[src/rtl/ram_stream_port.sv]
// ram_stream_port: block mover between a valid/ready stream and a ram512-class memory (LOAD/DUMP).
// Define RAM_STREAM_PORT_VERIFY_EN to add a post-LOAD readback checksum pass driving o_verify_err.
module ram_stream_port #(
  parameter int unsigned ADDR_W = 9,
  parameter int unsigned DATA_W = 16,
  parameter int unsigned CNT_W  = 10
) (
  input  logic              i_clk,
  input  logic              i_rst,
  input  logic              i_start,
  input  logic              i_mode,
  input  logic [ADDR_W-1:0] i_base_addr,
  input  logic [CNT_W-1:0]  i_count,
  input  logic              i_s_valid,
  input  logic [DATA_W-1:0] i_s_data,
  output logic              o_s_ready,
  output logic              o_m_valid,
  output logic [DATA_W-1:0] o_m_data,
  input  logic              i_m_ready,
  output logic [ADDR_W-1:0] o_mem_address,
  output logic [DATA_W-1:0] o_mem_in,
  output logic              o_mem_load,
  input  logic [DATA_W-1:0] i_mem_out,
  output logic              o_busy,
  output logic              o_done,
  output logic              o_verify_err
);

`ifdef RAM_STREAM_PORT_VERIFY_EN
  typedef enum logic [2:0] {StIdle, StLoad, StDump, StVerify, StDone} state_e;
`else
  typedef enum logic [2:0] {StIdle, StLoad, StDump, StDone} state_e;
`endif

  localparam logic [CNT_W-1:0] MaxCount = CNT_W'(2 ** ADDR_W);

  state_e              r_state, w_state_next;
  logic [ADDR_W-1:0]   r_addr, w_addr_next;
  logic [CNT_W-1:0]    r_rem, w_rem_next;
  logic [DATA_W-1:0]   r_m_data, w_m_data_next;
  logic                r_m_valid, w_m_valid_next;
  logic [CNT_W-1:0]    w_count_clamp;

`ifdef RAM_STREAM_PORT_VERIFY_EN
  logic [ADDR_W-1:0]   r_base, w_base_next;
  logic [CNT_W-1:0]    r_cnt, w_cnt_next;
  logic [DATA_W-1:0]   r_sum_w, w_sum_w_next;
  logic [DATA_W-1:0]   r_sum_r, w_sum_r_next;
  logic                r_verify_err, w_verify_err_next;
`endif

  assign w_count_clamp = (i_count > MaxCount) ? MaxCount : i_count;

  always_comb begin
    w_state_next   = r_state;
    w_addr_next    = r_addr;
    w_rem_next     = r_rem;
    w_m_data_next  = r_m_data;
    w_m_valid_next = r_m_valid;
    o_s_ready      = 1'b0;
    o_mem_load     = 1'b0;
`ifdef RAM_STREAM_PORT_VERIFY_EN
    w_base_next       = r_base;
    w_cnt_next        = r_cnt;
    w_sum_w_next      = r_sum_w;
    w_sum_r_next      = r_sum_r;
    w_verify_err_next = r_verify_err;
`endif
    unique case (r_state)
      StIdle: begin
        if (i_start) begin
          w_addr_next = i_base_addr;
          w_rem_next  = w_count_clamp;
          if (i_count == '0) begin
            w_state_next = StDone;
          end else if (i_mode) begin
            w_state_next = StDump;
          end else begin
            w_state_next = StLoad;
          end
`ifdef RAM_STREAM_PORT_VERIFY_EN
          w_base_next       = i_base_addr;
          w_cnt_next        = w_count_clamp;
          w_sum_w_next      = '0;
          w_sum_r_next      = '0;
          w_verify_err_next = 1'b0;
`endif
        end
      end
      StLoad: begin
        if (r_rem != '0) begin
          // Reset gates the write strobe so a mid-transfer reset never corrupts memory.
          o_s_ready  = !i_rst;
          o_mem_load = i_s_valid && !i_rst;
          if (i_s_valid) begin
            w_addr_next = r_addr + ADDR_W'(1);
            w_rem_next  = r_rem - CNT_W'(1);
`ifdef RAM_STREAM_PORT_VERIFY_EN
            w_sum_w_next = r_sum_w + i_s_data;
`endif
          end
        end else begin
`ifdef RAM_STREAM_PORT_VERIFY_EN
          w_state_next = StVerify;
          w_addr_next  = r_base;
          w_rem_next   = r_cnt;
`else
          w_state_next = StDone;
`endif
        end
      end
      StDump: begin
        // Entry (nothing held) or handshake: either fetch the next word or finish.
        if (!r_m_valid || i_m_ready) begin
          if (r_m_valid && (r_rem == '0)) begin
            w_m_valid_next = 1'b0;
            w_state_next   = StDone;
          end else begin
            w_m_data_next  = i_mem_out;
            w_m_valid_next = 1'b1;
            w_addr_next    = r_addr + ADDR_W'(1);
            w_rem_next     = r_rem - CNT_W'(1);
          end
        end
      end
`ifdef RAM_STREAM_PORT_VERIFY_EN
      StVerify: begin
        if (r_rem != '0) begin
          w_sum_r_next = r_sum_r + i_mem_out;
          w_addr_next  = r_addr + ADDR_W'(1);
          w_rem_next   = r_rem - CNT_W'(1);
        end else begin
          w_verify_err_next = (r_sum_w != r_sum_r);
          w_state_next      = StDone;
        end
      end
`endif
      StDone: w_state_next = StIdle;
      default: w_state_next = StIdle;
    endcase
  end

  always_ff @(posedge i_clk) begin
    if (i_rst) begin
      r_state   <= StIdle;
      r_addr    <= '0;
      r_rem     <= '0;
      r_m_data  <= '0;
      r_m_valid <= 1'b0;
    end else begin
      r_state   <= w_state_next;
      r_addr    <= w_addr_next;
      r_rem     <= w_rem_next;
      r_m_data  <= w_m_data_next;
      r_m_valid <= w_m_valid_next;
    end
  end

`ifdef RAM_STREAM_PORT_VERIFY_EN
  always_ff @(posedge i_clk) begin
    if (i_rst) begin
      r_base       <= '0;
      r_cnt        <= '0;
      r_sum_w      <= '0;
      r_sum_r      <= '0;
      r_verify_err <= 1'b0;
    end else begin
      r_base       <= w_base_next;
      r_cnt        <= w_cnt_next;
      r_sum_w      <= w_sum_w_next;
      r_sum_r      <= w_sum_r_next;
      r_verify_err <= w_verify_err_next;
    end
  end
  assign o_verify_err = r_verify_err;
`else
  assign o_verify_err = 1'b0;
`endif

  assign o_mem_address = r_addr;
  assign o_mem_in      = i_s_data;
  assign o_m_valid     = r_m_valid;
  assign o_m_data      = r_m_data;
  assign o_busy        = (r_state != StIdle);
  assign o_done        = (r_state == StDone);

endmodule

[config.mk]
export PLATFORM = sky130hd
export DESIGN_NAME = ram_stream_port
export DESIGN_NICKNAME = d
export VERILOG_FILES = /design/src/rtl/ram_stream_port.sv
export SDC_FILE = /design/constraint.sdc
export NUM_CORES = 1
export LEC_CHECK = 0
export CORE_MARGIN = 2
export CORE_UTILIZATION = 46
export DETAILED_ROUTE_END_ITERATION = 6
export PLACE_DENSITY = 0.94
export SLEW_MARGIN = 10
export SYNTH_ARGS = -nofsm -noshare
export SYNTH_HDL_FRONTEND = slang
export SYNTH_SLANG_ARGS = --single-unit
[constraint.sdc]
create_clock -name i_clk -period 4.9 [get_ports i_clk]
set_input_delay 1.225 -clock i_clk [delete_from_list [all_inputs] [get_ports i_clk]]
set_output_delay 1.225 -clock i_clk [all_outputs]
set_load 0.01 [all_outputs]
==> results.toml, run 1 <==
[sta]
max_slew.worst_pin.slew_ps = 1090
min_period_over_period_pct = 78.8
clock.fmax_mhz = 259
hold_viol = 0
worst_slew_margin_rel_pct = 27.1
tns_ps = 0
setup_viol = 0
rsz0062_at_grt = "false"
final-max-slew-violation-count = 0
period_minus_slack_ps = 3860
fin_skew_ps = 6.47
finalHoldWorstSlack_ps = 466

[die]
ios = 104
die_width_um = 75.5
die_area_um2 = 5700
start_util_pct = 46.9
fp.coreArea_um2 = 5010
placement_rows = 26
chipHeight_um = 75.5

[synth]
synth_top_cells_by_area = "sky130_fd_sc_hd__dfxtp_1, sky130_fd_sc_hd__buf_4, sky130_fd_sc_hd__or3b_2"
synth_mux_area_share_pct = 0
post_synthesis_async_set_or_reset_flop_share_pct = 0
synth_top_flop_cell = "sky130_fd_sc_hd__dfxtp_1"
average_instance_area_after_synthesis_um2 = 8.25
main_combinational_cell_family_by_area_after_synthesis = "compound AO/OA/AOI/OAI gates"
synth_area_um2 = 2350
complex_gate_fraction_of_the_synthesized_area_pct = 30.4
postSynthRegisterBits = 38
synth_edf_count = 0
count_of_unique_library_cells_instantiated_by_yosys = 53
synth_largest_type_area_fraction_pct = 32.4
yosys.area_share.simple_pct = 21.4
synth_top_cell_by_area = "sky130_fd_sc_hd__dfxtp_1"
yosys.area_share.adder_pct = 3.19
syn-instance-count = 285
yosysSeqAreaShare_pct = 32.4
synth_xor_xnor_area_share_pct = 0
ys.warnings.count = 0
mappedNetlistNets = 348

[placement]
post-dp-hpwl_mm = 4.33
buffer_ports.inserted = 70
finalWeightedCongestion = 0.875
post-place-cells = 388

[power_and_ir_drop]
leakage_power_of_the_design_nw = 1.00
power.clock.fraction_pct = 13.0
peakVddDrop_mv = 0.319
sequentialPowerShare_pct = 30.2
comb_power_share_pct = 56.8
internal_power_uw = 955
p_sw_uw = 777
power.share.switching_pct = 44.9
cellPowerDensity_nw_per_um2 = 572

[setup_path]
path_common_cell = "sky130_fd_sc_hd__nor3_1"
worst_ep_required_time_ps = 3670
worstSetupStartpoint = "r_rem[0]"
r2r.worst_path.cells = 6
crit_path_cells = "inv_1 -> ha_1 -> or4b_1 -> nor3_1 -> nor3_1 -> and2_1 -> clkdlybuf4s50_1"
setup.reg_to_reg.worst_slack_ps = 1980
timing_worst_setup_path_type = "reg2out"
cp.arrival_ps = 2640
regToRegStartpoint = "r_state[0]"
cpPeakStageDelay_ps = 630
endpoint = "o_mem_load"
critical_path.startpoint_type = "register"
critical_path.n_buffers_inverters = 2
r2r_end = "r_rem[0]"
timing.critical_path.depth = 7
critical_path_top_delay_cell = "sky130_fd_sc_hd__or4b_1"
cp-end-kind = "output port"
critPathMaxFanout = 6
crit_family = "simple AND/OR/NAND/NOR gates"

[worst_hold_path]
min_path_type = "reg2reg"

[final_layout]
final_layout_size_suffix_gt1_share_pct = 9.51
finish.net_count = 388
antenna_cells = 0
area_delta_synth_final_pct = 28.7
finalNonFillerCells = 396

[detailed_routing]
vias = 2336
firstDrtPassIters = 4
drt_wl_total_mm = 6.21
post-route-drc-count = 0
post_drt_wl_per_cell_um = 15.7
final_antenna_net_count = 0
detail_route.vias_per_cell = 5.90
detailedRoute.firstIterationViolations = 162

[clock_network]
post_cts_setup_buffers = 0
tritoncts = "built"
cts.path.max_buffers = 2
cts_htree_levels = 2
cts_resized = 0
cts-hold-fix-buffers = 0
clock_pin_slew_worst_setup_and_hold_paths_ps = 70
later_pin_clock_latency_in_the_skew_report_ps = 300
cts_buffers = 5
clk_root_buffer_cell = "sky130_fd_sc_hd__clkbuf_8"
clkSinkCount = 38

[grt]
vias_in_the_first_global_route = 2088
grt.total_usage_pct = 21.5
antenna_found_initial = 0
largest_net_degree_at_the_start_of_global_routing = 36
grt_first_pass_wirelength_mm = 9.44
grt-ovfl-total = 0

[run_status]
run_status = "complete, no violations"

[run]
max_cap_violations = 0
-- cell usage in the layout (no fill, tap or decap), types with 5 or more instances in the layout --
cell type	count
sky130_fd_sc_hd__o21ai_0	22
sky130_fd_sc_hd__o311ai_0	6
sky130_fd_sc_hd__clkbuf_8	6
sky130_fd_sc_hd__dfxtp_1	38
sky130_fd_sc_hd__or3b_2	16
sky130_fd_sc_hd__nor4_1	5
sky130_fd_sc_hd__a21oi_1	26
sky130_fd_sc_hd__a211oi_1	5
sky130_fd_sc_hd__ha_1	6
sky130_fd_sc_hd__o31ai_1	8
sky130_fd_sc_hd__inv_1	13
sky130_fd_sc_hd__clkdlybuf4s50_1	70
sky130_fd_sc_hd__buf_4	5
sky130_fd_sc_hd__nand2_1	11
sky130_fd_sc_hd__a31oi_1	5
sky130_fd_sc_hd__nor3_1	11
sky130_fd_sc_hd__o32ai_1	5
sky130_fd_sc_hd__nor2_1	12
-- through the flow --
step | util, % | setup WS, ps | instance area [um2] | power [mW]
6_report | 60.4 | 1040 | 3030 | 1.73
2_1_floorplan | - | 1720 | 2350 | 1.22
3_3_place_gp | 58.6 | 1090 | 2940 | 1.46
5_1_grt | 60.4 | 838 | 3030 | 1.86
3_5_place_dp | 58.6 | 1090 | 2940 | 1.50
4_1_cts | 60.4 | 1030 | 3030 | 1.73
-- worst min-delay path: stages (launching register included) --
cell	delay [ps]
sky130_fd_sc_hd__dfxtp_1	310
sky130_fd_sc_hd__nand2_1	50
sky130_fd_sc_hd__o32ai_1	50
-- metal layers --
metal / GRT usage (%) / part of all wire (%) / wire, um
met5: 0 / 0 / 0
met1: 25.9 / 42 / 2630
met4: 6.24 / 1.1 / 66
met3: 6.22 / 8.5 / 528
met2: 37.2 / 48 / 2980
-- cell families (layout without fill, tap and decap cells) --
logic type | after synthesis | after routing
adders and majority gates | 6 | 6
other | 1 | 1
AOI/OAI and AO/OA | 105 | 105
DFF | 38 | 38
and+or+nand+nor | 79 | 79
buffers and inverters | 56 | 97
-- worst min-delay path by stage --
stage,startpoint,to,slack (ps),cells past startpoint
after floorplan,r_rem[8],r_rem[8],430,2
after global placement,r_rem[8],r_rem[8],440,2
after detailed placement,r_rem[8],r_rem[8],460,2
after CTS,r_rem[8],r_rem[8],470,2
after global routing,o_m_data[8],o_m_data[8],500,2
final,r_rem[8],r_rem[8],470,2
-- registers in the layout, summed over array words and instances (netlist names) --
register       flops
o_m_data          16
r_rem             10
o_mem_address      9
r_state            2
o_m_valid          1
-- cell usage after synthesis (3+ instances only) --
library cell / instances
sky130_fd_sc_hd__a31oi_1: 5
sky130_fd_sc_hd__o311ai_0: 6
sky130_fd_sc_hd__nor4_1: 5
sky130_fd_sc_hd__buf_4: 19
sky130_fd_sc_hd__or4_1: 3
sky130_fd_sc_hd__dfxtp_1: 38
sky130_fd_sc_hd__nor3_1: 11
sky130_fd_sc_hd__inv_1: 13
sky130_fd_sc_hd__a21oi_1: 26
sky130_fd_sc_hd__o21a_1: 3
sky130_fd_sc_hd__ha_1: 6
sky130_fd_sc_hd__or3b_2: 16
sky130_fd_sc_hd__a211oi_1: 5
sky130_fd_sc_hd__a2bb2oi_1: 3
sky130_fd_sc_hd__o32ai_1: 5
sky130_fd_sc_hd__o31ai_1: 8
sky130_fd_sc_hd__clkbuf_1: 18
sky130_fd_sc_hd__o221a_1: 3
sky130_fd_sc_hd__o21ai_0: 23
sky130_fd_sc_hd__nand3_1: 3
sky130_fd_sc_hd__nand2_1: 11
sky130_fd_sc_hd__nor2_1: 12
-- power groups by stage --
stage | combinational (mW) | sequential, mW | clock [mW]
after detailed placement | 0.975 | 0.522 | 0
after global placement | 0.944 | 0.517 | 0
after CTS | 0.977 | 0.518 | 0.232
after global routing | 1.08 | 0.534 | 0.242
final | 0.984 | 0.523 | 0.225
after floorplan | 0.690 | 0.530 | 0
-- final cells by class --
type / count / area [um2]
well taps: 70 / 87.6
multi-input cells: 191 / 1300
fillers: 465 / 1980
clock buffers: 7 / 86.3
inverters: 14 / 52.6
repair buffers: 75 / 738
clock inverters: 1 / 5.00
flip-flops and latches: 38 / 761
(Power assumes the default switching activity.)
==> run 2, diff against run 1 <==
- CORE_UTILIZATION: 46 -> 38
- PLACE_DENSITY: 0.94 -> 0.84
- clock period: 4.9 -> 3.19 ns (I/O delays scaled with it)
==> run 2 against run 1 <==
  * Power grew 70%
  * Hold slack gained 10 ps
  * Combinational power grew 66%
  * Clock skew shrank 5.2 ps
  * Flip-flop and latch count is the same
  * First-iteration DRC count shrank 24%
  * Clock power grew 120%
  * Critical path type unchanged
  * Largest power group unchanged
==> results.toml, run 2 (synthesized netlist as in run 1, its figures left out) <==
[run_status]
run_status = "complete, no violations"

[setup_path]
timing_worst_setup_path_type = "reg2out"
r2r.worst_path.cells = 7
critPathMaxFanout = 5
setup.reg_to_reg.worst_slack_ps = 690
critical_path.startpoint_type = "register"
cp-end-kind = "output port"
cp.arrival_ps = 2260
regToRegStartpoint = "r_rem[0]"
worst_ep_required_time_ps = 2390
r2r_end = "o_mem_address[6]"

[die]
die_area_um2 = 6830
chipHeight_um = 82.7
placement_rows = 28
ios = 104
die_width_um = 82.7
fp.coreArea_um2 = 5960
start_util_pct = 39.5

[worst_hold_path]
hold_path.startpoint = "o_m_data[12]"
min_path_type = "reg2reg"
min_delay_worst_endpoint = "o_m_data[12]"
count_of_cells_along_the_worst_hold_path = 2

[power_and_ir_drop]
leakage_power_of_the_design_nw = 1.05
report.power.total_mw = 2.95
cellPowerDensity_nw_per_um2 = 943
peakVddDrop_mv = 0.508

[grt]
antenna_found_initial = 0
grt_first_pass_wirelength_mm = 9.89
largest_net_degree_at_the_start_of_global_routing = 36
grt.total_usage_pct = 18.3
vias_in_the_first_global_route = 2140
grt-ovfl-total = 0

[detailed_routing]
vias = 2348
drt_wl_total_mm = 6.32
post_drt_wl_per_cell_um = 15.6
post-route-drc-count = 0
detailedRoute.firstIterationViolations = 123
firstDrtPassIters = 4
detail_route.vias_per_cell = 5.80
final_antenna_net_count = 0

[sta]
fin_skew_ps = 1.31
hold_viol = 0
final-max-slew-violation-count = 0
setup_viol = 0
clock.fmax_mhz = 327
max_slew.worst_pin.slew_ps = 1030
tns_ps = 0
worst_slew_margin_rel_pct = 31.1
rsz0062_at_grt = "false"
period_minus_slack_ps = 3060
min_period_over_period_pct = 95.9

[clock_network]
cts_buffers = 5
cts_htree_levels = 2
later_pin_clock_latency_in_the_skew_report_ps = 290
cts.path.max_buffers = 2
tritoncts = "built"
clock_pin_slew_worst_setup_and_hold_paths_ps = 70
clk_root_buffer_cell = "sky130_fd_sc_hd__clkbuf_8"
clkSinkCount = 38

[final_layout]
final_layout_size_suffix_gt1_share_pct = 11.8
finish.net_count = 392
layout_common_cells = "sky130_fd_sc_hd__clkdlybuf4s50_1, sky130_fd_sc_hd__dfxtp_1, sky130_fd_sc_hd__a21oi_1"
final.fill_count = 537
antenna_cells = 0
largest_reg_flops = 16
area_delta_synth_final_pct = 32.9
final_common_cell = "sky130_fd_sc_hd__clkdlybuf4s50_1"

[placement]
buffer_ports.inserted = 70
post-dp-hpwl_mm = 4.37
finalWeightedCongestion = 0.846

[run]
max_cap_violations = 0
## run 2: what timing repair did
item / CTS / global route
gates resized for setup: 0 / 3
setup buffers: 0 / 0
setup endpoints to repair: 0 / 1
hold endpoints to repair: 0 / 0
hold buffers: 0 / 0
## run 2: area by class of cell
cell class                 count  area (um2)  area share, %
multi-input combinational    191        1310           41.8
clock inverter                 2        60.1           1.92
clock buffer                   6        82.6           2.64
sequential                    38         761           24.3
tap                           75        93.8           3.00
timing repair buffer          79         768           24.6
inverter                      14        52.6           1.68
## run 2: where the power goes
part / switching [mW] / total (mW) / internal, mW
Sequential: 0.175 / 0.809 / 0.634
Clock: 0.172 / 0.506 / 0.334
Combinational: 0.882 / 1.63 / 0.751
## run 2: through the flow
| step | utilization [%] | setup slack, ps | hold slack, ps | instance area [um2] | std cells |
|---|---|---|---|---|---|
| floorplan | - | 643 | 434 | 2350 | 285 |
| global placement | 49.9 | 206 | 445 | 2970 | 397 |
| detailed placement | 49.9 | 195 | 468 | 2970 | 397 |
| CTS | 52.3 | 17.5 | 479 | 3110 | 405 |
| global route | 52.5 | 0.910 | 500 | 3130 | 405 |
| finish | 52.5 | 130 | 476 | 3130 | 405 |
## run 2: worst max path at each step
stage | startpoint | end | cells after the start
global route | r_rem[0] | o_mem_load | 7
finish | r_rem[0] | o_mem_load | 7
floorplan | r_rem[0] | o_mem_load | 7
global placement | i_rst | o_mem_load | 4
CTS | r_rem[0] | o_mem_load | 7
detailed placement | i_rst | o_mem_load | 4
## run 2: per-layer routing
metal / vias up / track usage (%) / wire length (um)
met5: - / 0 / 0
met4: 0 / 5.90 / 56
met3: 7 / 3.80 / 594
met2: 119 / 30.5 / 2850
met1: 1078 / 23.6 / 2810
li1: 1144 / - / -
## run 2: critical path, cell delays in order, from the launching register on
cell and delay, ps:
sky130_fd_sc_hd__dfxtp_1 330, sky130_fd_sc_hd__inv_1 60, sky130_fd_sc_hd__ha_2 200, sky130_fd_sc_hd__or4b_4 470
sky130_fd_sc_hd__nor3_2 190, sky130_fd_sc_hd__nor3_1 90, sky130_fd_sc_hd__and2_1 160, sky130_fd_sc_hd__clkdlybuf4s50_1 470
==> run 3, diff against run 2 <==
- TNS_END_PERCENT: not set -> 1
==> results of run 3 <==
Final layout, timing and power as in run 2 (identical DEF).
